<file path="src/rtl/ps2_pkg.sv">
// ps2_pkg: shared types and constants for the PS/2 host-side controller.
//   state_t  - controller sequencing states
//   status_t - completion status codes reported with done
//   PS2_ACK / PS2_RESEND - device response bytes the controller acts on
//   odd_parity() - PS/2 frame parity for a data byte
package ps2_pkg;

  typedef enum logic [2:0] {
    S_IDLE,
    S_INHIBIT,
    S_RTS,
    S_SHIFT,
    S_LACK,
    S_RELEASE,
    S_RESP
  } state_t;

  typedef enum logic [1:0] {
    ST_OK       = 2'd0,
    ST_NACK     = 2'd1,
    ST_TIMEOUT  = 2'd2,
    ST_BAD_RESP = 2'd3
  } status_t;

  localparam logic [7:0] PS2_ACK    = 8'hFA;
  localparam logic [7:0] PS2_RESEND = 8'hFE;

  localparam int TMR_W = 20;

  // PS/2 frames carry odd parity: the parity bit makes the total count of
  // ones across data+parity odd.
  function automatic logic odd_parity(input logic [7:0] b);
    return ~^b;
  endfunction

endpackage

</file>
<file path="src/rtl/ps2_host_ctrl_if.sv">
// ps2_host_ctrl_if: command/result handshake between the keyboard command
// source (master) and the PS/2 host controller (slave).
//   cmd_valid/cmd_ready/cmd_byte - command offer, accepted when both high
//   busy      - controller is sequencing a transfer
//   done      - one-cycle completion pulse
//   status    - completion code, valid with done and held afterwards
//   resp_byte - last device response byte, held
interface ps2_host_ctrl_if;
  import ps2_pkg::*;

  logic       cmd_valid;
  logic       cmd_ready;
  logic [7:0] cmd_byte;
  logic       busy;
  logic       done;
  status_t    status;
  logic [7:0] resp_byte;

  modport master (
    output cmd_valid, cmd_byte,
    input  cmd_ready, busy, done, status, resp_byte
  );

  modport slave (
    input  cmd_valid, cmd_byte,
    output cmd_ready, busy, done, status, resp_byte
  );

endinterface

</file>
<file path="src/rtl/ps2_line_sync.sv">
// ps2_line_sync: brings the asynchronous PS/2 clock and data pins into the
// clk domain and flags falling edges of the PS/2 clock.
//   clk, rst  - system clock, synchronous active-high reset
//   ps2_clk   - raw PS/2 clock pin level
//   ps2_dat   - raw PS/2 data pin level
//   clk_sync  - synchronized clock level
//   dat_sync  - synchronized data level
//   clk_fall  - one-cycle pulse, synchronized clock went high->low
// A pin falling edge shows up on clk_fall two cycles later, so a consumer
// registering a response sees it on the third cycle.
module ps2_line_sync (
  input  logic clk,
  input  logic rst,
  input  logic ps2_clk,
  input  logic ps2_dat,
  output logic clk_sync,
  output logic dat_sync,
  output logic clk_fall
);

  logic clk_meta;
  logic dat_meta;
  logic clk_prev;

  // Reset to the idle bus level (both lines high) so leaving reset never
  // produces a spurious falling edge.
  always_ff @(posedge clk) begin
    // NOTE: sequential state is always written with non-blocking assignments
    // so every register samples pre-edge values regardless of statement order.
    if (rst) begin
      clk_meta <= 1'b1;
      clk_sync <= 1'b1;
      clk_prev <= 1'b1;
      dat_meta <= 1'b1;
      dat_sync <= 1'b1;
    end else begin
      clk_meta <= ps2_clk;
      clk_sync <= clk_meta;
      clk_prev <= clk_sync;
      dat_meta <= ps2_dat;
      dat_sync <= dat_meta;
    end
  end

  // Both operands are registers, so the pulse is glitch-free.
  assign clk_fall = clk_prev & ~clk_sync;

endmodule

</file>
<file path="src/rtl/ps2_host_ctrl.sv">
// ps2_host_ctrl: host-to-device PS/2 command sequencer.
//   clk, rst               - system clock, synchronous active-high reset
//   PS2_KBCLK, PS2_KBDAT   - raw PS/2 pin levels (asynchronous)
//   ps2_clk_oe, ps2_dat_oe - 1 pulls the open-drain clock/data line low
//   cmd                    - command/result handshake (slave side)
//   rx_valid, rx_byte      - bytes from the existing scan-code receiver
//   rx_en                  - receiver enable, low while the host owns the bus
// Flow: inhibit the clock, request-to-send, shift 8 data bits + parity +
// stop on device clock falling edges, check the line-ack, then wait for the
// device response (ACK / RESEND with bounded retries).
module ps2_host_ctrl
  import ps2_pkg::*;
#(
  parameter int INHIBIT_CYC  = 5000,
  parameter int START_TO_CYC = 750000,
  parameter int BIT_TO_CYC   = 100000,
  parameter int RESP_TO_CYC  = 1000000,
  parameter int MAX_RETRY    = 2
) (
  input  logic                  clk,
  input  logic                  rst,
  input  logic                  PS2_KBCLK,
  input  logic                  PS2_KBDAT,
  output logic                  ps2_clk_oe,
  output logic                  ps2_dat_oe,
  ps2_host_ctrl_if.slave        cmd,
  input  logic                  rx_valid,
  input  logic [7:0]            rx_byte,
  output logic                  rx_en
);

  localparam logic [TMR_W-1:0] INH_LIM   = TMR_W'(INHIBIT_CYC);
  localparam logic [TMR_W-1:0] START_LIM = TMR_W'(START_TO_CYC);
  localparam logic [TMR_W-1:0] BIT_LIM   = TMR_W'(BIT_TO_CYC);
  localparam logic [TMR_W-1:0] RESP_LIM  = TMR_W'(RESP_TO_CYC);
  localparam logic [3:0]       RETRY_LIM = 4'(MAX_RETRY);

  logic clk_sync;
  logic dat_sync;
  logic clk_fall;

  ps2_line_sync u_line_sync (
    .clk      (clk),
    .rst      (rst),
    .ps2_clk  (PS2_KBCLK),
    .ps2_dat  (PS2_KBDAT),
    .clk_sync (clk_sync),
    .dat_sync (dat_sync),
    .clk_fall (clk_fall)
  );

  state_t           state;
  logic [7:0]       tx_byte;
  logic             tx_par;
  logic [3:0]       edge_cnt;   // device falling edges seen so far
  logic [3:0]       retry_cnt;
  logic [TMR_W-1:0] tmr;        // cycles in the current wait, current cycle included
  logic [TMR_W-1:0] tmr_inc;
  logic [3:0]       edge_num;

  logic             term;
  status_t          term_st;

  assign tmr_inc  = (&tmr) ? tmr : tmr + TMR_W'(1);
  assign edge_num = edge_cnt + 4'd1;

  assign cmd.cmd_ready = (state == S_IDLE);
  assign cmd.busy      = (state != S_IDLE);

  // Terminal conditions are decided here once, so every exit path applies
  // the same cleanup in the sequential block.
  always_comb begin
    // NOTE: every combinational output gets a default first; without it a
    // path that skips the assignment would infer a latch.
    term    = 1'b0;
    term_st = ST_OK;
    case (state)
      S_SHIFT: begin
        if (!clk_fall && tmr >= ((edge_cnt == 4'd0) ? START_LIM : BIT_LIM)) begin
          term    = 1'b1;
          term_st = ST_TIMEOUT;
        end
      end
      S_LACK: begin
        if (clk_fall) begin
          if (dat_sync) begin
            term    = 1'b1;
            term_st = ST_NACK;
          end
        end else if (tmr >= BIT_LIM) begin
          term    = 1'b1;
          term_st = ST_TIMEOUT;
        end
      end
      S_RELEASE: begin
        if (!(clk_sync && dat_sync) && tmr >= BIT_LIM) begin
          term    = 1'b1;
          term_st = ST_TIMEOUT;
        end
      end
      S_RESP: begin
        if (rx_valid) begin
          if (rx_byte == PS2_ACK) begin
            term    = 1'b1;
            term_st = ST_OK;
          end else if (!(rx_byte == PS2_RESEND && retry_cnt < RETRY_LIM)) begin
            term    = 1'b1;
            term_st = ST_BAD_RESP;
          end
        end else if (tmr >= RESP_LIM) begin
          term    = 1'b1;
          term_st = ST_TIMEOUT;
        end
      end
      default: ;
    endcase
  end

  always_ff @(posedge clk) begin
    if (rst) begin
      state         <= S_IDLE;
      ps2_clk_oe    <= 1'b0;
      ps2_dat_oe    <= 1'b0;
      rx_en         <= 1'b1;
      cmd.done      <= 1'b0;
      cmd.status    <= ST_OK;
      cmd.resp_byte <= 8'h00;
      tx_byte       <= 8'h00;
      tx_par        <= 1'b0;
      edge_cnt      <= 4'd0;
      retry_cnt     <= 4'd0;
      tmr           <= '0;
    end else begin
      cmd.done <= 1'b0;

      // Any byte arriving while waiting for the response is recorded,
      // including RESEND bytes that trigger a retry.
      if (state == S_RESP && rx_valid) cmd.resp_byte <= rx_byte;

      if (term) begin
        state      <= S_IDLE;
        cmd.done   <= 1'b1;
        cmd.status <= term_st;
        ps2_clk_oe <= 1'b0;
        ps2_dat_oe <= 1'b0;
        rx_en      <= 1'b1;
      end else begin
        case (state)
          S_IDLE: begin
            if (cmd.cmd_valid) begin
              tx_byte    <= cmd.cmd_byte;
              tx_par     <= odd_parity(cmd.cmd_byte);
              retry_cnt  <= 4'd0;
              state      <= S_INHIBIT;
              ps2_clk_oe <= 1'b1;
              ps2_dat_oe <= 1'b0;
              rx_en      <= 1'b0;
              tmr        <= TMR_W'(1);
            end
          end

          // Clock held low; the start bit (data low) goes out in the last
          // inhibit cycle so it is settled before the clock is released.
          S_INHIBIT: begin
            tmr <= tmr_inc;
            if (tmr == INH_LIM - TMR_W'(1)) ps2_dat_oe <= 1'b1;
            if (tmr == INH_LIM)             state      <= S_RTS;
          end

          S_RTS: begin
            ps2_clk_oe <= 1'b0;
            edge_cnt   <= 4'd0;
            tmr        <= TMR_W'(1);
            state      <= S_SHIFT;
          end

          // Edges 1-8 present data LSB first, 9 parity, 10 releases data
          // for the stop bit; the line is pulled low to send a 0.
          S_SHIFT: begin
            if (clk_fall) begin
              tmr      <= TMR_W'(1);
              edge_cnt <= edge_num;
              if (edge_num <= 4'd8) begin
                ps2_dat_oe <= ~tx_byte[edge_cnt[2:0]];
              end else if (edge_num == 4'd9) begin
                ps2_dat_oe <= ~tx_par;
              end else begin
                ps2_dat_oe <= 1'b0;
                state      <= S_LACK;
              end
            end else begin
              tmr <= tmr_inc;
            end
          end

          // Edge 11: device holds data low to acknowledge the frame.
          S_LACK: begin
            if (clk_fall) begin
              tmr   <= TMR_W'(1);
              state <= S_RELEASE;
            end else begin
              tmr <= tmr_inc;
            end
          end

          S_RELEASE: begin
            if (clk_sync && dat_sync) begin
              rx_en <= 1'b1;
              tmr   <= TMR_W'(1);
              state <= S_RESP;
            end else begin
              tmr <= tmr_inc;
            end
          end

          // Only a RESEND with retries left reaches here without terminating.
          S_RESP: begin
            if (rx_valid) begin
              retry_cnt  <= retry_cnt + 4'd1;
              state      <= S_INHIBIT;
              ps2_clk_oe <= 1'b1;
              ps2_dat_oe <= 1'b0;
              rx_en      <= 1'b0;
              tmr        <= TMR_W'(1);
            end else begin
              tmr <= tmr_inc;
            end
          end

          default: state <= S_IDLE;
        endcase
      end
    end
  end

endmodule

</file>
<file path="src/flat_wrapper.sv">
// flat-port wrapper written by rule: the top's interface ports become plain ports
module ps2_host_ctrl_flat import ps2_pkg::*;
#(
  parameter int INHIBIT_CYC  = 5000,
  parameter int START_TO_CYC = 750000,
  parameter int BIT_TO_CYC   = 100000,
  parameter int RESP_TO_CYC  = 1000000,
  parameter int MAX_RETRY    = 2
)
  (clk, rst, PS2_KBCLK, PS2_KBDAT, ps2_clk_oe, ps2_dat_oe, rx_valid, rx_byte, rx_en, cmd_cmd_valid, cmd_cmd_byte, cmd_cmd_ready, cmd_busy, cmd_done, cmd_status, cmd_resp_byte);
  ps2_host_ctrl_if cmd_i ();
  input  logic clk;
  input  logic rst;
  input  logic PS2_KBCLK;
  input  logic PS2_KBDAT;
  output logic ps2_clk_oe;
  output logic ps2_dat_oe;
  input  logic rx_valid;
  input  logic [7:0] rx_byte;
  output logic rx_en;
  input wire logic [$bits(cmd_i.cmd_valid)-1:0] cmd_cmd_valid;
  input wire logic [$bits(cmd_i.cmd_byte)-1:0] cmd_cmd_byte;
  output wire logic [$bits(cmd_i.cmd_ready)-1:0] cmd_cmd_ready;
  output wire logic [$bits(cmd_i.busy)-1:0] cmd_busy;
  output wire logic [$bits(cmd_i.done)-1:0] cmd_done;
  output wire logic [$bits(cmd_i.status)-1:0] cmd_status;
  output wire logic [$bits(cmd_i.resp_byte)-1:0] cmd_resp_byte;
  assign cmd_i.cmd_valid = cmd_cmd_valid;
  assign cmd_i.cmd_byte = cmd_cmd_byte;
  assign cmd_cmd_ready = cmd_i.cmd_ready;
  assign cmd_busy = cmd_i.busy;
  assign cmd_done = cmd_i.done;
  assign cmd_status = cmd_i.status;
  assign cmd_resp_byte = cmd_i.resp_byte;
  ps2_host_ctrl #(.INHIBIT_CYC(INHIBIT_CYC), .START_TO_CYC(START_TO_CYC), .BIT_TO_CYC(BIT_TO_CYC), .RESP_TO_CYC(RESP_TO_CYC), .MAX_RETRY(MAX_RETRY)) u_core (.clk(clk), .rst(rst), .PS2_KBCLK(PS2_KBCLK), .PS2_KBDAT(PS2_KBDAT), .ps2_clk_oe(ps2_clk_oe), .ps2_dat_oe(ps2_dat_oe), .cmd(cmd_i), .rx_valid(rx_valid), .rx_byte(rx_byte), .rx_en(rx_en));
endmodule
</file>
<file path="config.mk">
export PLATFORM = sky130hd
export DESIGN_NAME = ps2_host_ctrl_flat
export DESIGN_NICKNAME = d
export VERILOG_FILES = /design/src/rtl/ps2_pkg.sv /design/src/rtl/ps2_host_ctrl_if.sv /design/src/rtl/ps2_line_sync.sv /design/src/rtl/ps2_host_ctrl.sv /design/src/flat_wrapper.sv
export SDC_FILE = /design/constraint.sdc
export NUM_CORES = 1
export LEC_CHECK = 0
export CORE_UTILIZATION = 44
export CTS_BUF_LIST = sky130_fd_sc_hd__clkbuf_8
export DETAILED_ROUTE_END_ITERATION = 10
export PLACE_DENSITY = 0.64
export SETUP_SLACK_MARGIN = 0.05
export SLEW_MARGIN = 10
export SYNTH_ARGS = -nofsm -noshare
export SYNTH_HDL_FRONTEND = slang
export SYNTH_SLANG_ARGS = --single-unit
export TNS_END_PERCENT = 10
</file>
<file path="constraint.sdc">
create_clock -name clk -period 9.6 [get_ports clk]
set_input_delay 2.4 -clock clk [delete_from_list [all_inputs] [get_ports clk]]
set_output_delay 2.4 -clock clk [all_outputs]
set_load 0.01 [all_outputs]
</file>
==> run_results.csv <==
group,metric,value,unit
outcome,outcome,"complete, no violations",
cells_and_area,final_util,53.2,%
cells_and_area,drive_gt1_share,6.96,%
cells_and_area,syn_to_final_growth,17.2,%
floorplan,dieWidth,91.1,um
synthesis,synth-edff-count,0,
worst_setup_path,startpoint_type,"input port",
synthesis,synth_mux_area_share,1.86,%
synthesis,synth_compound_area_share,22.9,%
worst_setup_path,path_max_fanout,10,
route,wl_per_cell,15.6,um
synthesis,synth-xor-area-share,2.51,%
synthesis,syn_avg_cell_area,7.84,sq um
cts,postCtsHoldBufs,0,
place,dpl.hpwl,6.24,mm
worst_setup_path,reg2reg_slack,5770,ps
global_routing,antenna_found_initial,0,
worst_setup_path,cp.arrival,4980,ps
route,wl,9.01,mm
synthesis,yosysUniqueCellTypes,63,
cts,post_cts_resized,0,
cts,ctsRootBufferMaster,"clkbuf_8",
sta,finalHoldViolations,0,
cts,cts_tree,"yes",
sta,whs,409,ps
sta,setup_tns,0,ps
synthesis,synthTopCellsByArea,"dfxtp_1 (34%), nand2_1 (7.3%), a21oi_1 (5.2%)",
global_routing,grt_max_degree,62,
route,post-route-drc-count,0,
cts,h-tree-depth,3,
synthesis,synthTopCellsByCount,"nand2_1 (68), dfxtp_1 (59), a21oi_1 (36), nor2_1 (27), o21ai_0 (24)",
cells_and_area,nets,504,
sta,fin_crit,4730,ps
synthesis,synth-simple-area-share,29.5,%
sta,finalSetupViolCount,0,
synthesis,synth_top_cell_by_area,"dfxtp_1",
synthesis,syn-cell-area,0.00349,sq mm
cts,clock_latency,340,ps
synthesis,synth_top_area_share,33.8,%
min_path,hold_path.class,"flop to flop",
cts,cts_setup_buffers,0,
global_routing,overflow,0,
min_path,whs_path_depth,1,
sta,max_slew_margin,26.9,%
synthesis,synthFlopType,"dfxtp_1",
global_routing,grt.total_usage,22.9,%
pwr,leakage,1.40,nW
route,avgViaCountPerCell,5.95,
worst_setup_path,required,9850,ps
worst_setup_path,rr_worst_depth,11,
cells_and_area,nFillCells,759,
floorplan,die_h,91.1,um
synthesis,async_flop_share,0,%
synthesis,synth_top_family_by_area,"simple AND/OR/NAND/NOR gates",
floorplan,io_pins,38,
global_routing,grt_pass1_vias,3102,
synthesis,netlist_instances,445,
synthesis,synth_adder_area_share,4.30,%
synthesis,ys_seq_area_share,33.8,%
worst_setup_path,crit_type,"input port to flop",
worst_setup_path,end_kind,"flop",
min_path,holdPathEnd,"u_core.u_line_sync.clk_sync$_SDFF_PP1_",
synthesis,ys_ff_latch,59,
sta,fin_crit_sh,49.2,%
worst_setup_path,worstReg2RegStart,"u_core.edge_cnt[0]$_SDFFE_PP0P_",
job,max_cap_violations,0,
synthesis,syn-num-nets,479,
synthesis,synth_most_common_cell,"nand2_1",
floorplan,initial_core_util,45.4,%
floorplan,die-area,0.00829,sq mm
cts,cts_made_buffers,9,
sta,rsz0062_at_grt,"false",
synthesis,yosysWarningCount,0,
cells_and_area,multi_input_area,0.00213,sq mm
cts,cts_sinks,59,
floorplan,coreArea,0.00769,sq mm
sta,skew,12.8,ps
cells_and_area,diodes,0,
cells_and_area,seqCellArea,0.00118,sq mm
sta,max_freq,212,MHz
sta,maxSlewViolCount,0,
cts,cts.reportedPaths.clkPinSlew,70,ps
pwr,vdd_drop_max,0.0000828,V
sta,tightest_slew,1100,ps
place,port_buffers,37,
floorplan,rows,32,
route,drt_iter0_markers,214,
min_path,hp-start,"u_core.u_line_sync.clk_meta$_SDFF_PP1_",
route,ant_nets,0,
route,route.vias.total,3429,
route,first_pass_iters,4,
worst_setup_path,r2r-end,"u_core.tmr[13]$_SDFFE_PP0P_",
cts,cts_buffer_depth,2,
place,gp_congestion,0.885,
pwr,p_per_area,162,mW/mm^2
global_routing,grt_pass1_wl,15.2,mm
-- worst max-delay path: stages --
cell and delay, ps:
clkdlybuf4s50_1 480, nand4_1 120, nor4_1 330, a2111o_2 180, nand2_1 70, or3_1 550
or3_1 550, o41ai_2 300
-- worst max path at each step --
stage	from	endpoint	slack [ps]	cells past startpoint
after detailed placement	rx_valid	u_core.tmr[13]$_SDFFE_PP0P_	4480	8
after global placement	rx_byte[7]	u_core.tmr[13]$_SDFFE_PP0P_	4550	8
final	rx_byte[7]	u_core.tmr[13]$_SDFFE_PP0P_	4870	8
after floorplan	rx_byte[0]	u_core.tmr[13]$_SDFFE_PP0P_	5280	9
after CTS	rx_valid	u_core.tmr[13]$_SDFFE_PP0P_	4840	8
after global routing	rx_valid	u_core.tmr[13]$_SDFFE_PP0P_	4680	8
-- layout by cell type (no fill, tap or decap), drive strengths merged, types with 3 or more instances in the layout --
master,n
a211o,5
a211oi,9
a21oi,36
a31oi,3
a41oi,5
and2,4
and3,4
and3b,3
clkbuf,13
clkdlybuf4s50,36
dfxtp,59
ha,12
inv,18
nand2,68
nand2b,9
nand3,14
nand3b,4
nand4,12
nand4b,3
nor2,27
nor2b,3
nor3,17
nor4,9
o2111ai,3
o211ai,3
o21ai,24
o22ai,3
o31ai,4
o41ai,4
or2,6
or3,5
or4,6
xnor2,8
-- metrics by stage --
stage | worst slack, ps | total power [mW] | area (sq um) | cells
3_5_place_dp | 4480 | 0.421 | 3880 | 561
3_3_place_gp | 4550 | 0.419 | 3880 | 561
6_report | 4870 | 0.662 | 4090 | 576
5_1_grt | 4680 | 0.694 | 4090 | 576
4_1_cts | 4840 | 0.665 | 4090 | 576
2_1_floorplan | 5280 | 0.372 | 3490 | 445
-- sequential cells by signal (all words and copies together) (netlist names), 2 cells and up --
signal and flops:
u_core.tmr 20, u_core.cmd.resp_byte 8, u_core.tx_byte 8, u_core.edge_cnt 4, u_core.retry_cnt 4, u_core.state 3
u_core.cmd.status 2
-- cell families (layout without fill, tap and decap cells) --
logic type | Yosys count | after routing
simple gates | 200 | 200
compound gates | 119 | 119
flops | 59 | 59
buf+inv | 41 | 70
xor+xnor | 10 | 10
fa+ha+maj | 12 | 12
mux | 4 | 4
-- layer usage --
metal / GRT usage, % / share of wire [%]
met2: 34.6 / 45
met1: 31.4 / 48
met3: 5.95 / 5.3
met5: 0 / 0
met4: 8.47 / 1.8
-- power by group --
| group | internal, mW | switching (mW) |
|---|---|---|
| sequential | 0.258 | 0.0180 |
| combinational | 0.0595 | 0.0822 |
| clock | 0.146 | 0.0986 |
| total | 0.464 | 0.199 |
-- layout make-up --
cell class / instances / share of cell area [%]
multi-input cells: 345 / 52.1
clock buffers: 13 / 4.37
repair buffers: 38 / 9.12
well taps: 102 / 3.12
flip-flops and latches: 59 / 28.9
clock inverters: 2 / 0.826
inverters: 17 / 1.56
No activity file was read; power rests on OpenSTA's default activity.
